===== config.mk =====
export PLATFORM = sky130hd
export DESIGN_NAME = fpgen_burst_channels
export DESIGN_NICKNAME = d
export VERILOG_FILES = /design/src/rtl/fpgen_pkg.sv /design/src/rtl/fpgen_channel.sv /design/src/rtl/fpgen_burst_channels.sv
export SDC_FILE = /design/constraint.sdc
export NUM_CORES = 2
export LEC_CHECK = 0
export CAP_MARGIN = 20
export CELL_PAD_IN_SITES_DETAIL_PLACEMENT = 0
export CELL_PAD_IN_SITES_GLOBAL_PLACEMENT = 2
export CORE_UTILIZATION = 34
export DETAILED_ROUTE_END_ITERATION = 8
export PLACE_DENSITY_LB_ADDON = 0.1
export SKIP_LAST_GASP = 1
export SYNTH_ARGS = -nofsm -noshare
export SYNTH_HDL_FRONTEND = slang
export SYNTH_SLANG_ARGS = --single-unit

===== constraint.sdc =====
create_clock -name clk_i -period 7.81 [get_ports clk_i]
set_clock_uncertainty 0.1 [all_clocks]
set_input_delay 1.562 -clock clk_i [delete_from_list [all_inputs] [get_ports clk_i]]
set_output_delay 1.562 -clock clk_i [all_outputs]
set_load 0.05 [all_outputs]

===== src/rtl/fpgen_pkg.sv =====
// Shared types and widths for the burst pulse engine.
// The channel config struct is fixed-width, so these widths govern the top-level parameters.
package fpgen_pkg;

    localparam int unsigned NUM_TRIGGERS = 2;
    localparam int unsigned COARSE_W     = 5;
    localparam int unsigned FINE_W       = 12;
    localparam int unsigned LENGTH_W     = 16;
    localparam int unsigned BURST_W      = 8;
    localparam int unsigned TRIG_SEL_W   = (NUM_TRIGGERS > 1) ? $clog2(NUM_TRIGGERS) : 1;
    // Phase counter must hold a full length+1 period as well as any coarse delay.
    localparam int unsigned CNT_W        = (LENGTH_W + 1 > COARSE_W) ? LENGTH_W + 1 : COARSE_W;
    localparam int unsigned REM_W        = 16;

    typedef struct packed {
        logic [FINE_W-1:0]     fine;
        logic                  pol;
        logic [COARSE_W-1:0]   coarse;
        logic [LENGTH_W-1:0]   length;
        logic [BURST_W-1:0]    period;
        logic [BURST_W-1:0]    burst;
        logic                  cont;
        logic [TRIG_SEL_W-1:0] trig_sel;
    } fpgen_ch_cfg_t;

    typedef enum logic [1:0] {
        StIdle,
        StDelay,
        StPulse,
        StGap
    } fpgen_state_t;

    // Pulse start spacing: never closer than length+1, so a gap cycle always separates pulses.
    function automatic logic [CNT_W-1:0] eff_period(input logic [BURST_W-1:0]  period,
                                                    input logic [LENGTH_W-1:0] length);
        logic [CNT_W-1:0] p;
        logic [CNT_W-1:0] l1;
        p  = CNT_W'(period);
        l1 = CNT_W'(length) + CNT_W'(1);
        return (p > l1) ? p : l1;
    endfunction

endpackage


===== src/rtl/fpgen_channel.sv =====
// One pulse channel: shadowed config, IDLE/DELAY/PULSE/GAP sequencer, registered outputs.
// Outputs are registered from next-state so they line up with the state they describe.
module fpgen_channel
    import fpgen_pkg::*;
(
    input  logic              clk_i,
    input  logic              rst_i,
    input  logic              start_i,
    input  logic              abort_i,
    input  fpgen_ch_cfg_t     cfg_i,
    output logic              pulse_o,
    output logic [FINE_W-1:0] fine_o,
    output logic              fine_valid_o,
    output logic              ready_o
);

    fpgen_state_t      state_q, state_d;
    logic [CNT_W-1:0]  cnt_q, cnt_d;
    logic [REM_W-1:0]  rem_q, rem_d;
    logic [FINE_W-1:0] sh_fine_q, sh_fine_d;
    logic              sh_pol_q, sh_pol_d;
    logic              sh_len_zero_q, sh_len_zero_d;
    logic              sh_cont_q, sh_cont_d;
    logic [CNT_W-1:0]  sh_plen_q, sh_plen_d;
    logic [CNT_W-1:0]  sh_gap_q, sh_gap_d;
    logic              pulse_q, pulse_d;
    logic              fv_q, fv_d;
    logic              ready_q, ready_d;
    logic [FINE_W-1:0] fine_q, fine_d;
    logic [CNT_W-1:0]  cfg_plen;
    logic [CNT_W-1:0]  cfg_gap;
    logic              unused_trig_sel;

    // Trigger selection is resolved by the top; the channel only sees start_i.
    assign unused_trig_sel = ^cfg_i.trig_sel;

    // A zero-length pulse still occupies one PULSE cycle, just without an active level.
    assign cfg_plen = (cfg_i.length == '0) ? CNT_W'(1) : CNT_W'(cfg_i.length);
    assign cfg_gap  = eff_period(cfg_i.period, cfg_i.length) - cfg_plen;

    always_comb begin
        state_d       = state_q;
        cnt_d         = cnt_q;
        rem_d         = rem_q;
        sh_fine_d     = sh_fine_q;
        sh_pol_d      = sh_pol_q;
        sh_len_zero_d = sh_len_zero_q;
        sh_cont_d     = sh_cont_q;
        sh_plen_d     = sh_plen_q;
        sh_gap_d      = sh_gap_q;

        case (state_q)
            StIdle: begin
                if (start_i) begin
                    sh_fine_d     = cfg_i.fine;
                    sh_pol_d      = cfg_i.pol;
                    sh_len_zero_d = (cfg_i.length == '0);
                    sh_cont_d     = cfg_i.cont;
                    sh_plen_d     = cfg_plen;
                    sh_gap_d      = cfg_gap;
                    rem_d         = (cfg_i.burst > BURST_W'(1)) ? REM_W'(cfg_i.burst)
                                                                : REM_W'(1);
                    if (cfg_i.coarse != '0) begin
                        state_d = StDelay;
                        cnt_d   = CNT_W'(cfg_i.coarse) - CNT_W'(1);
                    end else begin
                        state_d = StPulse;
                        cnt_d   = cfg_plen - CNT_W'(1);
                    end
                end
            end
            StDelay, StGap: begin
                if (cnt_q == '0) begin
                    state_d = StPulse;
                    cnt_d   = sh_plen_q - CNT_W'(1);
                end else begin
                    cnt_d = cnt_q - CNT_W'(1);
                end
            end
            StPulse: begin
                if (cnt_q != '0) begin
                    cnt_d = cnt_q - CNT_W'(1);
                end else if (!sh_cont_q && rem_q <= REM_W'(1)) begin
                    state_d = StIdle;
                end else begin
                    if (!sh_cont_q) begin
                        rem_d = rem_q - REM_W'(1);
                    end
                    if (sh_gap_q == '0) begin
                        state_d = StPulse;
                        cnt_d   = sh_plen_q - CNT_W'(1);
                    end else begin
                        state_d = StGap;
                        cnt_d   = sh_gap_q - CNT_W'(1);
                    end
                end
            end
            default: state_d = StIdle;
        endcase

        if (abort_i) begin
            state_d = StIdle;
        end

        // In IDLE the live polarity applies; while running, the shadowed one.
        if (state_d == StIdle) begin
            pulse_d = cfg_i.pol;
        end else if (state_d == StPulse && !sh_len_zero_d) begin
            pulse_d = ~sh_pol_d;
        end else begin
            pulse_d = sh_pol_d;
        end

        fv_d    = (state_d == StPulse) && (state_q != StPulse) && !sh_len_zero_d;
        fine_d  = fv_d ? sh_fine_d : fine_q;
        ready_d = (state_d == StIdle);
    end

    always_ff @(posedge clk_i) begin
        if (rst_i) begin
            state_q       <= StIdle;
            cnt_q         <= '0;
            rem_q         <= '0;
            sh_fine_q     <= '0;
            sh_pol_q      <= 1'b0;
            sh_len_zero_q <= 1'b0;
            sh_cont_q     <= 1'b0;
            sh_plen_q     <= '0;
            sh_gap_q      <= '0;
            pulse_q       <= 1'b0;
            fv_q          <= 1'b0;
            ready_q       <= 1'b1;
            fine_q        <= '0;
        end else begin
            state_q       <= state_d;
            cnt_q         <= cnt_d;
            rem_q         <= rem_d;
            sh_fine_q     <= sh_fine_d;
            sh_pol_q      <= sh_pol_d;
            sh_len_zero_q <= sh_len_zero_d;
            sh_cont_q     <= sh_cont_d;
            sh_plen_q     <= sh_plen_d;
            sh_gap_q      <= sh_gap_d;
            pulse_q       <= pulse_d;
            fv_q          <= fv_d;
            ready_q       <= ready_d;
            fine_q        <= fine_d;
        end
    end

    assign pulse_o      = pulse_q;
    assign fine_o       = fine_q;
    assign fine_valid_o = fv_q;
    assign ready_o      = ready_q;

endmodule


===== src/rtl/fpgen_burst_channels.sv =====
// N-channel coarse-timing burst pulse engine: per-channel trigger select, sequencer and
// sticky overrun flag.
module fpgen_burst_channels
    import fpgen_pkg::*;
#(
    parameter int unsigned G_NUM_CHANNELS = 6,
    parameter int unsigned G_NUM_TRIGGERS = 2,
    parameter int unsigned G_COARSE_W     = 5,
    parameter int unsigned G_FINE_W       = 12,
    parameter int unsigned G_LENGTH_W     = 16,
    parameter int unsigned G_BURST_W      = 8
) (
    input  logic                                     clk_i,
    input  logic                                     rst_i,
    input  logic [G_NUM_TRIGGERS-1:0]                trig_i,
    input  logic [G_NUM_CHANNELS-1:0]                force_i,
    input  logic [G_NUM_CHANNELS-1:0]                abort_i,
    input  fpgen_ch_cfg_t [G_NUM_CHANNELS-1:0]       cfg_i,
    output logic [G_NUM_CHANNELS-1:0]                pulse_o,
    output logic [G_NUM_CHANNELS-1:0][G_FINE_W-1:0]  fine_o,
    output logic [G_NUM_CHANNELS-1:0]                fine_valid_o,
    output logic [G_NUM_CHANNELS-1:0]                ready_o,
    output logic [G_NUM_CHANNELS-1:0]                overrun_o
);

    // The config struct has fixed field widths; the parameters must agree with them.
    if (G_COARSE_W != COARSE_W || G_FINE_W != FINE_W || G_LENGTH_W != LENGTH_W ||
        G_BURST_W != BURST_W || G_NUM_TRIGGERS != NUM_TRIGGERS ||
        G_NUM_CHANNELS < 1 || G_NUM_CHANNELS > 16) begin : g_param_check
        $error("fpgen_burst_channels: parameters disagree with fpgen_pkg widths");
    end

    logic [G_NUM_CHANNELS-1:0] start;
    logic [G_NUM_CHANNELS-1:0] overrun_q, overrun_d;

    for (genvar c = 0; c < G_NUM_CHANNELS; c++) begin : g_ch
        assign start[c] = trig_i[cfg_i[c].trig_sel] | force_i[c];

        fpgen_channel u_channel (
            .clk_i        (clk_i),
            .rst_i        (rst_i),
            .start_i      (start[c]),
            .abort_i      (abort_i[c]),
            .cfg_i        (cfg_i[c]),
            .pulse_o      (pulse_o[c]),
            .fine_o       (fine_o[c]),
            .fine_valid_o (fine_valid_o[c]),
            .ready_o      (ready_o[c])
        );
    end

    // Abort clears outright; a start while busy sets, and beats the clear from force.
    always_comb begin
        overrun_d = overrun_q;
        for (int c = 0; c < G_NUM_CHANNELS; c++) begin
            if (abort_i[c]) begin
                overrun_d[c] = 1'b0;
            end else if (start[c] && !ready_o[c]) begin
                overrun_d[c] = 1'b1;
            end else if (force_i[c]) begin
                overrun_d[c] = 1'b0;
            end
        end
    end

    always_ff @(posedge clk_i) begin
        if (rst_i) begin
            overrun_q <= '0;
        end else begin
            overrun_q <= overrun_d;
        end
    end

    assign overrun_o = overrun_q;

endmodule


==> metrics <==
routed length per placed instance 19.6 microns; Hold/Removal Path Class reg -> reg; gr ovfl total 0; WHS Path Cells 2; post-synthesis instance area 0.0414 sq mm; Yosys top cell area share 28.7%; drt drc 0; Combinational Power Share 28.3%; clock-pin slew on the worst setup and hold paths 0.06 ns; pin count of the biggest net entering global routing between 150 and 200; critical path data required time between 8 and 9 ns; Reg2Reg Setup Slack 3.32 ns; run status finished clean; Leak 0.0195 uW; sequential power share between 30% and 40%; cts hold-fix bufs 0; vias in the first global route 39063; crit-path max FO 7; via count ~40000; crit share post-route 88.7%; Period minus WS final 6.93 ns; grt peak-use layer met2; Finished Layout Cells 7542; routed vias/inst around 5.4; Inserted Clock Buffers 79; total core area 0.120 sq mm; RSZ-0062 raised after global routing false; cell-internal power roughly 6800 uW; Initial Util 34.4%; cell taking the most area after synthesis dfxtp_1; Crit Path Category in -> reg; Setup violations, final 0; Post-synth EDFFs 0; Worst setup EP type flip-flop; Worst Path Arrival roughly 7.4 ns; Worst R2R Path Depth 10; synthesis-to-finish area growth 20.6%; Worst R2R End g_ch[5].u_channel.rem_q[14]; post-synthesis register bit count between 500 and 600; PostCTS Resize Cnt 0; DP Area 0.0471 sq mm; syn nets 6091; f_max 144 MHz; Sw Share 34.0%; DP Cell Count 7393; Hold Path Sink g_ch[0].u_channel.sh_fine_q[2]; met1 Use GR 31.7%; Post CTS Setup Buffer Count 0; clk buf depth 3; Top Ports 424; power density over the cells 208 mW/mm^2; NetSw 3520 uW; top_reg_cell synth dfxtp_1; top-count cell post-synth nand2_1; Final Hold Viols 0; fin util 41.5%; Synth top cells by count 754 x nand2_1, 594 x dfxtp_1, 567 x nor2_1; worst slew pin tran 1.01 ns; first-pass GRT wire length 229000 microns; Fin Setup TNS 0 ns; antenna violations before repair 18; Clock Latency Late Sink around 0.66 ns; first-pass iteration count of the detailed router 6; clk sink count roughly 600; Filler Cells Inserted about 13000; final wirelength 148000 microns; Synth Warn # 0; Rows around 130; Synth async-reset ratio 0%; Final HPWL DP 113000 microns; IO buf count around 420; share of layout cells above drive strength 1 6.11%; H-tree depth 3; Root Buffer clkbuf_16; Peak supply drop 134 uV; CTS tree done; Final Wtd Congestion 0.859; Die ar. approximately 0.12 sq mm; top cells by area, synth dfxtp_1 29%, xnor2_1 7.1%, nand2_1 6.8%; Max Cap Violations 0; clock share of power between 30% and 40%; unique cell type count in the Yosys netlist 93; global routing usage on met3 4.03%; Hold Crit Start g_ch[0].u_channel.sh_fine_q[2]; Die H 351 microns; grt met2 use 38.2%; post-route ant nets 0; GRT Util Overall 23.4%; Mapped Cells roughly 5600; die span in x about 350 microns; max_slew headroom 31.8%; Critical R2R Launch g_ch[5].u_channel.cnt_q[0]; drt initial violations 2500; nets 6398; post-route cell area 0.0499 sq mm; CP Launch Type input pin; sequential-to-total area share from yosys stat 28.7%; synthesized area per cell around 7.4 sq um; Pins Over Slew Limit 0
-- worst max-delay path by stage --
stage / to / cells past startpoint / startpoint
floorplan: g_ch[5].u_channel.sh_gap_q[16] / 24 / cfg_i[280]
finish: g_ch[0].u_channel.sh_gap_q[16] / 22 / cfg_i[19]
global placement: g_ch[0].u_channel.sh_gap_q[16] / 22 / cfg_i[18]
detailed placement: g_ch[0].u_channel.sh_gap_q[16] / 22 / cfg_i[18]
global route: g_ch[0].u_channel.sh_gap_q[16] / 22 / cfg_i[19]
CTS: g_ch[0].u_channel.sh_gap_q[16] / 22 / cfg_i[18]
-- stage by stage --
step                      setup slack, ns  hold slack (ns)  power (uW)
after detailed placement            0.256            0.345        6550
after CTS                           0.954            0.355       10500
after global placement              0.285            0.344        6550
after floorplan                     0.780            0.331        5590
after global routing                0.339            0.365       10900
final                               0.879            0.354       10400
-- layout by cell type, fill, tap and decap left out, types with 17 or more instances in the layout --
cell / synthesis / final
a211o_1: 19 / 19
a211oi_1: 89 / 89
a21o_1: 28 / 28
a21oi_1: 478 / 478
a22oi_1: 32 / 32
a31oi_1: 74 / 74
and2_1: 19 / 19
and3_1: 32 / 32
buf_4: 20 / 80
clkbuf_16: 0 / 82
clkbuf_8: 0 / 22
clkdlybuf4s50_1: 0 / 422
dfxtp_1: 594 / 594
ha_1: 202 / 202
inv_1: 261 / 261
mux2_2: 38 / 38
mux2i_1: 84 / 84
nand2_1: 754 / 753
nand2b_1: 32 / 30
nand3_1: 139 / 139
nand3b_1: 17 / 17
nand4_1: 52 / 52
nor2_1: 567 / 563
nor2b_1: 69 / 69
nor3_1: 220 / 217
nor4_1: 115 / 114
nor4b_1: 17 / 17
o211ai_1: 33 / 33
o21a_1: 34 / 34
o21ai_0: 266 / 266
o22ai_1: 52 / 52
o31ai_1: 40 / 40
or2_2: 35 / 35
or3_1: 76 / 76
or4_1: 69 / 69
xnor2_1: 334 / 334
xor2_1: 135 / 135
-- area by class of cell --
class	count	area [sq um]	area share [%]
diodes	5	12.5	0.0251
clock buffers	118	2410	4.83
clock inverters	26	330	0.662
inverters	264	993	1.99
multi-input cells	4419	27400	54.9
flip-flops and latches	594	11900	23.8
well taps	1612	2020	4.04
repair buffers	504	4860	9.74
-- logic make-up (layout without fill, tap and decap cells) --
group	Yosys count	in the layout	share of synthesized area [%]
AO/OA/AOI/OAI	1319	1319	19.7
AND/OR/NAND/NOR	2292	2292	26.5
other	0	5	0
buffers and inverters	542	912	5.31
flip-flops	594	594	28.7
adder cells (fa/ha/maj)	208	208	6.40
XOR/XNOR	469	469	9.93
multiplexers	131	131	3.39
-- registers in the layout, indices dropped and copies added, names as in the netlist --
signal	count
overrun_o	6
g_ch.u_channel.state_q	12
g_ch.u_channel.cnt_q	102
g_ch.u_channel.sh_fine_q	72
g_ch.u_channel.sh_cont_q	6
g_ch.u_channel.pulse_o	6
g_ch.u_channel.fine_o	72
g_ch.u_channel.fine_valid_o	6
g_ch.u_channel.sh_pol_q	6
g_ch.u_channel.sh_plen_q	96
g_ch.u_channel.sh_gap_q	102
g_ch.u_channel.rem_q	96
g_ch.u_channel.ready_o	6
g_ch.u_channel.sh_len_zero_q	6
-- power groups by stage --
| stage | combinational, uW | clock, uW | sequential (uW) |
|---|---|---|---|
| 6_report | 2930 | 3860 | 3570 |
| 5_1_grt | 3260 | 4070 | 3610 |
| 3_5_place_dp | 2920 | 0 | 3630 |
| 4_1_cts | 2940 | 3970 | 3560 |
| 3_3_place_gp | 2920 | 0 | 3630 |
| 2_1_floorplan | 2030 | 0 | 3560 |
-- critical path, cell delays in order --
cell and delay, ns:
clkdlybuf4s50_1 0.66, ha_1 0.35, nand3_1 0.13, xnor2_1 0.17
ha_1 0.30, nand4_1 0.10, nor2_1 0.10, a211oi_1 0.06
o21ai_0 0.20, o2111ai_1 0.14, or4_1 0.47, buf_4 0.21
mux2_2 0.31, fa_1 0.43, a211o_1 0.32, a2111oi_0 0.59
o311ai_0 0.34, a21oi_1 0.27, o21ai_0 0.15, a31oi_1 0.22
xnor2_1 0.09, a211oi_1 0.22
-- per-layer routing --
layer / part of all wire (%) / vias to the layer above
met5: 0.10 / -
met4: 2.3 / 22
met3: 5.0 / 203
met2: 45 / 818
met1: 47 / 19099
li1: - / 20349
(Power assumes the default switching activity.)
